===== src/rtl/rf_arb_pkg.sv =====
// Shared types and defaults for the register-file write arbiter.
// Holds the width defaults and the arbiter FSM state enum.
package rf_arb_pkg;

    localparam int RF_DATA_W   = 32;
    localparam int RF_ADDR_W   = 5;
    localparam int RF_B_DEPTH  = 4;
    localparam int RF_MAX_WAIT = 4;

    typedef enum logic {
        NORMAL  = 1'b0,
        FORCE_B = 1'b1
    } arb_state_e;

endpackage


===== src/rtl/rf_arb_fifo.sv =====
// Port-B write queue for the register-file write arbiter.
// Ports: push_*/pop_i in, full_o/empty_o/head_* out, ent_valid_o/ent_addr_o
// expose every slot for pending-write hazard matching.
module rf_arb_fifo
    import rf_arb_pkg::*;
#(
    parameter int DW    = RF_DATA_W,
    parameter int AW    = RF_ADDR_W,
    parameter int DEPTH = RF_B_DEPTH
) (
    input  logic                      clk,
    input  logic                      rst_n,
    input  logic                      push_i,
    input  logic [AW-1:0]             push_addr_i,
    input  logic [DW-1:0]             push_data_i,
    input  logic                      pop_i,
    output logic                      full_o,
    output logic                      empty_o,
    output logic [AW-1:0]             head_addr_o,
    output logic [DW-1:0]             head_data_o,
    output logic [DEPTH-1:0]          ent_valid_o,
    output logic [DEPTH-1:0][AW-1:0]  ent_addr_o
);

    localparam int PW = $clog2(DEPTH);

    logic [PW-1:0]            wr_ptr_q, wr_ptr_d;
    logic [PW-1:0]            rd_ptr_q, rd_ptr_d;
    logic [DEPTH-1:0]         vld_q, vld_d;
    logic [DEPTH-1:0][AW-1:0] addr_q;
    logic [DW-1:0]            data_q [DEPTH];
    logic                     do_push;
    logic                     do_pop;

    assign full_o  = &vld_q;
    assign empty_o = ~|vld_q;
    assign do_push = push_i & ~full_o;
    assign do_pop  = pop_i & ~empty_o;

    // Per-slot valid bits make full/empty and hazard lookup trivial;
    // pointers wrap naturally because DEPTH is a power of two.
    always_comb begin
        vld_d    = vld_q;
        wr_ptr_d = wr_ptr_q;
        rd_ptr_d = rd_ptr_q;
        if (do_pop) begin
            vld_d[rd_ptr_q] = 1'b0;
            rd_ptr_d        = rd_ptr_q + PW'(1);
        end
        if (do_push) begin
            vld_d[wr_ptr_q] = 1'b1;
            wr_ptr_d        = wr_ptr_q + PW'(1);
        end
    end

    always_ff @(posedge clk or negedge rst_n) begin
        if (!rst_n) begin
            vld_q    <= '0;
            wr_ptr_q <= '0;
            rd_ptr_q <= '0;
        end else begin
            vld_q    <= vld_d;
            wr_ptr_q <= wr_ptr_d;
            rd_ptr_q <= rd_ptr_d;
        end
    end

    // Payload storage needs no reset: slots are qualified by vld_q.
    always_ff @(posedge clk) begin
        if (do_push) begin
            addr_q[wr_ptr_q] <= push_addr_i;
            data_q[wr_ptr_q] <= push_data_i;
        end
    end

    assign head_addr_o = addr_q[rd_ptr_q];
    assign head_data_o = data_q[rd_ptr_q];
    assign ent_valid_o = vld_q;
    assign ent_addr_o  = addr_q;

endmodule


===== src/rtl/rf_write_arbiter.sv =====
// Arbitrates pipeline writeback (A) and queued late returns (B) onto
// the single register-file write port, with starvation guard on B.
// Ports: a_*/b_* valid-ready write inputs, rf_we/rf_wa/rf_wd registered
// write port, chk_addrN/chk_hitN pending-write hazard query.
// Optional: define RF_ARB_STATS_EN to add the stall_cnt output.
module rf_write_arbiter
    import rf_arb_pkg::*;
#(
    parameter int DATA_WIDTH = RF_DATA_W,
    parameter int ADDR_WIDTH = RF_ADDR_W,
    parameter int B_DEPTH    = RF_B_DEPTH,
    parameter int MAX_WAIT   = RF_MAX_WAIT
) (
    input  logic                  clk,
    input  logic                  rst_n,
    input  logic                  a_valid,
    output logic                  a_ready,
    input  logic [ADDR_WIDTH-1:0] a_addr,
    input  logic [DATA_WIDTH-1:0] a_data,
    input  logic                  b_valid,
    output logic                  b_ready,
    input  logic [ADDR_WIDTH-1:0] b_addr,
    input  logic [DATA_WIDTH-1:0] b_data,
    output logic                  rf_we,
    output logic [ADDR_WIDTH-1:0] rf_wa,
    output logic [DATA_WIDTH-1:0] rf_wd,
`ifdef RF_ARB_STATS_EN
    output logic [31:0]           stall_cnt,
`endif
    input  logic [ADDR_WIDTH-1:0] chk_addr1,
    input  logic [ADDR_WIDTH-1:0] chk_addr2,
    output logic                  chk_hit1,
    output logic                  chk_hit2
);

    localparam int WW = $clog2(MAX_WAIT + 1);

    logic                             fifo_full;
    logic                             fifo_empty;
    logic [ADDR_WIDTH-1:0]            head_addr;
    logic [DATA_WIDTH-1:0]            head_data;
    logic [B_DEPTH-1:0]               ent_valid;
    logic [B_DEPTH-1:0][ADDR_WIDTH-1:0] ent_addr;

    arb_state_e            state_q, state_d;
    logic [WW-1:0]         wait_q, wait_d;
    logic                  a_ready_q;
    logic                  rf_we_q;
    logic [ADDR_WIDTH-1:0] rf_wa_q;
    logic [DATA_WIDTH-1:0] rf_wd_q;

    logic b_push;
    logic head_grant;
    logic a_write;

    // Writes to x0 complete the handshake but are dropped here.
    assign b_ready    = ~fifo_full;
    assign b_push     = b_valid & ~fifo_full & (b_addr != '0);
    assign head_grant = ~fifo_empty &
                        ((state_q == FORCE_B) | ~a_valid);
    assign a_write    = a_valid & a_ready_q & (a_addr != '0);

    rf_arb_fifo #(
        .DW    (DATA_WIDTH),
        .AW    (ADDR_WIDTH),
        .DEPTH (B_DEPTH)
    ) u_fifo (
        .clk         (clk),
        .rst_n       (rst_n),
        .push_i      (b_push),
        .push_addr_i (b_addr),
        .push_data_i (b_data),
        .pop_i       (head_grant),
        .full_o      (fifo_full),
        .empty_o     (fifo_empty),
        .head_addr_o (head_addr),
        .head_data_o (head_data),
        .ent_valid_o (ent_valid),
        .ent_addr_o  (ent_addr)
    );

    // wait_d counts bypasses of the current head; FORCE_B is entered
    // the cycle after the MAX_WAIT-th bypass and lasts one grant.
    always_comb begin
        wait_d  = wait_q;
        state_d = state_q;
        if (fifo_empty || head_grant) begin
            wait_d = '0;
        end else if (wait_q != WW'(MAX_WAIT)) begin
            wait_d = wait_q + WW'(1);
        end
        unique case (state_q)
            NORMAL: begin
                if (wait_d == WW'(MAX_WAIT)) state_d = FORCE_B;
            end
            FORCE_B: begin
                if (head_grant || fifo_empty) state_d = NORMAL;
            end
            default: state_d = NORMAL;
        endcase
    end

    always_ff @(posedge clk or negedge rst_n) begin
        if (!rst_n) begin
            state_q   <= NORMAL;
            wait_q    <= '0;
            a_ready_q <= 1'b1;
        end else begin
            state_q   <= state_d;
            wait_q    <= wait_d;
            a_ready_q <= (state_d == NORMAL);
        end
    end

    // Head grant and A write are mutually exclusive by construction.
    always_ff @(posedge clk or negedge rst_n) begin
        if (!rst_n) begin
            rf_we_q <= 1'b0;
            rf_wa_q <= '0;
            rf_wd_q <= '0;
        end else begin
            rf_we_q <= head_grant | a_write;
            if (head_grant) begin
                rf_wa_q <= head_addr;
                rf_wd_q <= head_data;
            end else if (a_write) begin
                rf_wa_q <= a_addr;
                rf_wd_q <= a_data;
            end
        end
    end

    always_comb begin
        chk_hit1 = rf_we_q & (rf_wa_q == chk_addr1);
        chk_hit2 = rf_we_q & (rf_wa_q == chk_addr2);
        for (int i = 0; i < B_DEPTH; i++) begin
            if (ent_valid[i] && ent_addr[i] == chk_addr1) chk_hit1 = 1'b1;
            if (ent_valid[i] && ent_addr[i] == chk_addr2) chk_hit2 = 1'b1;
        end
        if (chk_addr1 == '0) chk_hit1 = 1'b0;
        if (chk_addr2 == '0) chk_hit2 = 1'b0;
    end

    assign a_ready = a_ready_q;
    assign rf_we   = rf_we_q;
    assign rf_wa   = rf_wa_q;
    assign rf_wd   = rf_wd_q;

`ifdef RF_ARB_STATS_EN
    logic [31:0] stall_q;

    always_ff @(posedge clk or negedge rst_n) begin
        if (!rst_n) begin
            stall_q <= '0;
        end else if (a_valid && !a_ready_q && stall_q != '1) begin
            stall_q <= stall_q + 32'd1;
        end
    end

    assign stall_cnt = stall_q;
`endif

endmodule


===== config.mk =====
export PLATFORM = sky130hd
export DESIGN_NAME = rf_write_arbiter
export DESIGN_NICKNAME = d
export VERILOG_FILES = /design/src/rtl/rf_arb_pkg.sv /design/src/rtl/rf_arb_fifo.sv /design/src/rtl/rf_write_arbiter.sv
export SDC_FILE = /design/constraint.sdc
export NUM_CORES = 1
export LEC_CHECK = 0
export CORE_AREA = 2 2 124 126
export DETAILED_ROUTE_END_ITERATION = 8
export DIE_AREA = 0 0 126 128
export GPL_TIMING_DRIVEN = 0
export PLACE_DENSITY = 0.84
export SYNTH_ARGS = -nofsm -noshare
export SYNTH_HDL_FRONTEND = slang
export SYNTH_SLANG_ARGS = --single-unit

===== constraint.sdc =====
create_clock -name clk -period 5 [get_ports clk]
set_input_delay 1.25 -clock clk [delete_from_list [all_inputs] [get_ports clk]]
set_output_delay 1.25 -clock clk [all_outputs]
set_load 0.005 [all_outputs]

==> parameters.txt <==
Parameter                              Value

GRT
  Via count of the first global-routing pass ... 5280
  Overall global routing resource usage ... 23.61%
  Largest net degree at the start of global routing ... 39
  Antenna violations before repair ... 0
  Total global routing overflow ... 0
  Global-route wire length before repair ... 28.37 mm

Clock network
  # hold bufs at CTS ... 0
  CTS tree ... done
  Post-CTS setup-driven buffer insertion count ... 0
  Max Root-Sink Buffers ... 2
  Cells resized by post-CTS repair ... 0
  Clock buffer count from CTS ... 17
  # H-tree levels ... 4
  Clock latency reported for the late side of the worst-skew pair ... 0.44 ns
  Clock Sinks ... 199
  Root Driver ... clkbuf_16
  Clock-pin slew reported for the worst setup and hold paths after clock tree synthesis ... 0.06 ns

Routing
  Routed len/inst ... 21.26 um
  Starting DRC count in detailed routing ... 414
  Routed length on met1 ... 7.081 mm
  Length of the first detailed-routing pass in iterations ... 5
  Detail Route met3 WL ... 1.087 mm
  Average via count per standard cell ... 5.769
  DRC errors left ... 0
  Number of nets still failing antenna checks after routing ... 0
  Routed WL ... 18.12 mm
  Top layer used by detailed routing ... met4
  Total via count after detailed routing ... 4915
  Routed met2 length ... 9.584 mm

Synth
  Complex-gate fraction of the synthesized area ... 3.314%
  Count of synthesis-stage warnings from yosys ... 0
  Main synth FF type ... edfxtp_1
  Cell area after synthesis ... 8381 um2
  Dominant cell by count in the synthesized netlist ... edfxtp_1
  Post-synthesis share of cell area spent on xor and xnor gates ... 5.539%
  Seq cells post-synth ... 199
  Most area-hungry cell type in the Yosys netlist ... edfxtp_1
  Main combinational cell family by area after synthesis ... multiplexers
  Share of synthesized flip-flops with an asynchronous set or reset ... 25.63%
  Multiplexer share of the synthesized area ... 14.36%
  Mean post-synth cell area ... 16.50 um2
  Synth top area share ... 53.03%
  Share of the yosys chip area belonging to registers ... 68.27%
  Synth Area in Adders ... 1.493%
  Syn Nets ... 606
  Mapped Cells ... 508
  Count of flip-flops with a built-in enable after synthesis ... 148
  Post-Synth Simple-Gate Area ... 4.807%
  Leading post-synthesis cells by cell area ... edfxtp_1 53%, dfrtp_1 15%, mux4_2 9.9%, mux2i_1 4.4%, xor2_1 4.2%
  Post-synth cell types ... 32
  Synth top cells by count ... 148 x edfxtp_1, 50 x dfrtp_1, 46 x nand2_1

Placement
  Count of port buffers added during placement ... 119
  Routability congestion estimate from global placement ... 0.8598
  DP Wirelength ... 12.34 mm
  Number of instances in the placed design ... 820

Min path
  Cell count of the worst hold path ... 2
  Class of the tightest hold or removal check ... reg2reg

Timing
  Clock period minus final worst setup slack ... 4.255 ns
  Endpoints failing hold ... 0
  Final period utilization ... 85.10%
  Setup skew after layout ... 0.009693 ns
  Worst hold margin ... 0.5585 ns
  Slew Limit Headroom ... 47.19%
  Setup repair after global routing missed its margin ... false
  Setup-failing EPs final ... 0
  Top achievable clock speed ... 235.0 MHz
  Setup TNS Final ... 0 ns
  Worst-Margin Slew ... 0.7922 ns
  Number of max-slew violations in the final report ... 0

Run
  Maximum capacitance violations ... 0

Finish
  Final Util ... 70.77%
  Number of antenna diodes ... 0
  P&R area growth vs syn ... 25.51%
  Fraction of final layout cells sized beyond drive strength 1 ... 12.80%
  Number of nets in the finished design ... 749
  Post-layout instance count excluding filler cells ... 852

Floorplanning
  Area of the placeable core ... 14860 um2
  Starting density of the core ... 56.38%
  Number of placed I/O pins ... 130
  Die Footprint ... 16130 um2
  Die W ... 126 um
  Die height ... 128 um
  Cell Rows ... 45

Pwr
  Leakage ... 3.856 nW
  Power Density ... 531.4 nW/um2
  Highest ir drop seen on vdd ... 309.7 uV

Setup path
  Largest fanout of any net on the critical path ... 6
  Crit path DAT ... 3.01 ns
  Worst-case reg-to-reg path depth ... 6
  Critical path startpoint category ... primary input
  Data required time of the worst path ... 3.75 ns
  Worst setup slack for register-to-register paths ... 2.70 ns
  Crit. End Element ... output port
  Worst setup path category ... in2out

Outcome
  Status ... finished clean
## power by group
group          total, mW  internal [mW]  leakage, nW  switching (mW)
clock               1.41          0.834        0.281           0.575
combinational       1.72          0.916         1.60           0.801
sequential          2.46           2.23         1.97           0.233
total               5.59           3.98         3.86            1.61
## metal layers
metal | vias up | track usage [%]
met2 | 169 | 40.92
met3 | 27 | 5.301
met4 | 0 | 9.890
met5 | - | 0
li1 | 2202 | -
met1 | 2517 | 28.91
## final cells by class
| type | instances | area [um2] |
|---|---|---|
| inverters | 9 | 33.78 |
| plain buffers | 30 | 151.4 |
| fillers | 978 | 4345 |
| multi-input cells | 270 | 2479 |
| repair buffers | 124 | 1286 |
| clock buffers | 19 | 432.9 |
| clock inverters | 13 | 178.9 |
| flip-flops and latches | 199 | 5722 |
| well taps | 188 | 235.2 |
## stage by stage
stage	area (um2)	setup slack, ns	power (mW)
after CTS	10520	0.7591	5.636
after floorplan	8381	1.569	3.424
after detailed placement	9907	0.7658	4.225
final	10520	0.7450	5.589
after global routing	10520	0.6123	5.853
after global placement	9807	0.6935	4.114
## sequential cells by signal (all words and copies together) (netlist names), 2 cells and up
register            flops
u_fifo.data_q         128
u_fifo.wr_ptr_q         2
u_fifo.ent_addr_o      20
rf_wd                  32
wait_q                  3
rf_wa                   5
u_fifo.ent_valid_o      4
u_fifo.rd_ptr_q         2
## cell usage in the layout, fill, tap and decap left out, types with 4 or more instances in the layout
| cell type | netlist | final |
|---|---|---|
| mux4_2 | 37 | 37 |
| nand3_1 | 12 | 12 |
| o21ai_0 | 20 | 20 |
| dfrtp_1 | 50 | 50 |
| and2_2 | 0 | 4 |
| edfxtp_1 | 148 | 148 |
| clkinvlp_4 | 0 | 5 |
| nand2_1 | 46 | 46 |
| nor4_1 | 11 | 11 |
| xor2_1 | 40 | 40 |
| inv_1 | 9 | 9 |
| a21o_1 | 4 | 4 |
| or4_1 | 4 | 4 |
| buf_2 | 4 | 5 |
| bufinv_16 | 0 | 4 |
| clkbuf_1 | 22 | 24 |
| buf_12 | 0 | 5 |
| xnor2_1 | 13 | 13 |
| mux2i_1 | 37 | 37 |
| o21ai_1 | 19 | 19 |
| ha_1 | 10 | 10 |
| clkbuf_16 | 0 | 17 |
| clkdlybuf4s50_1 | 0 | 118 |
## cell families after synthesis
| kind of cell | count (synthesis) |
|---|---|
| buffers and inverters | 39 |
| AOI/OAI and AO/OA | 49 |
| and+or+nand+nor | 84 |
| muxes | 74 |
| DFF | 199 |
| xor gates and xnor gates | 53 |
| adders and majority gates | 10 |
## critical path, cell delays in order
cell and delay (ns):
clkbuf_1 0.37, xor2_1 0.12, nor4_1 0.39, nand3_1 0.13, nand2_1 0.10, o22a_1 0.15, clkdlybuf4s50_1 0.50
## final timing paths
| path | start | to |
|---|---|---|
| worst max-delay path | chk_addr2[0] | chk_hit2 |
| worst min-delay path | rf_wd[26] | rf_wd[26] |
| worst max register to register | u_fifo.rd_ptr_q[1] | u_fifo.rd_ptr_q[1] |
| worst min register to register | rf_wd[26] | rf_wd[26] |
| max in group asynchronous | rst_n | a_ready |
| min in group asynchronous | rst_n | rf_wd[3] |
(Power assumes the default switching activity.)
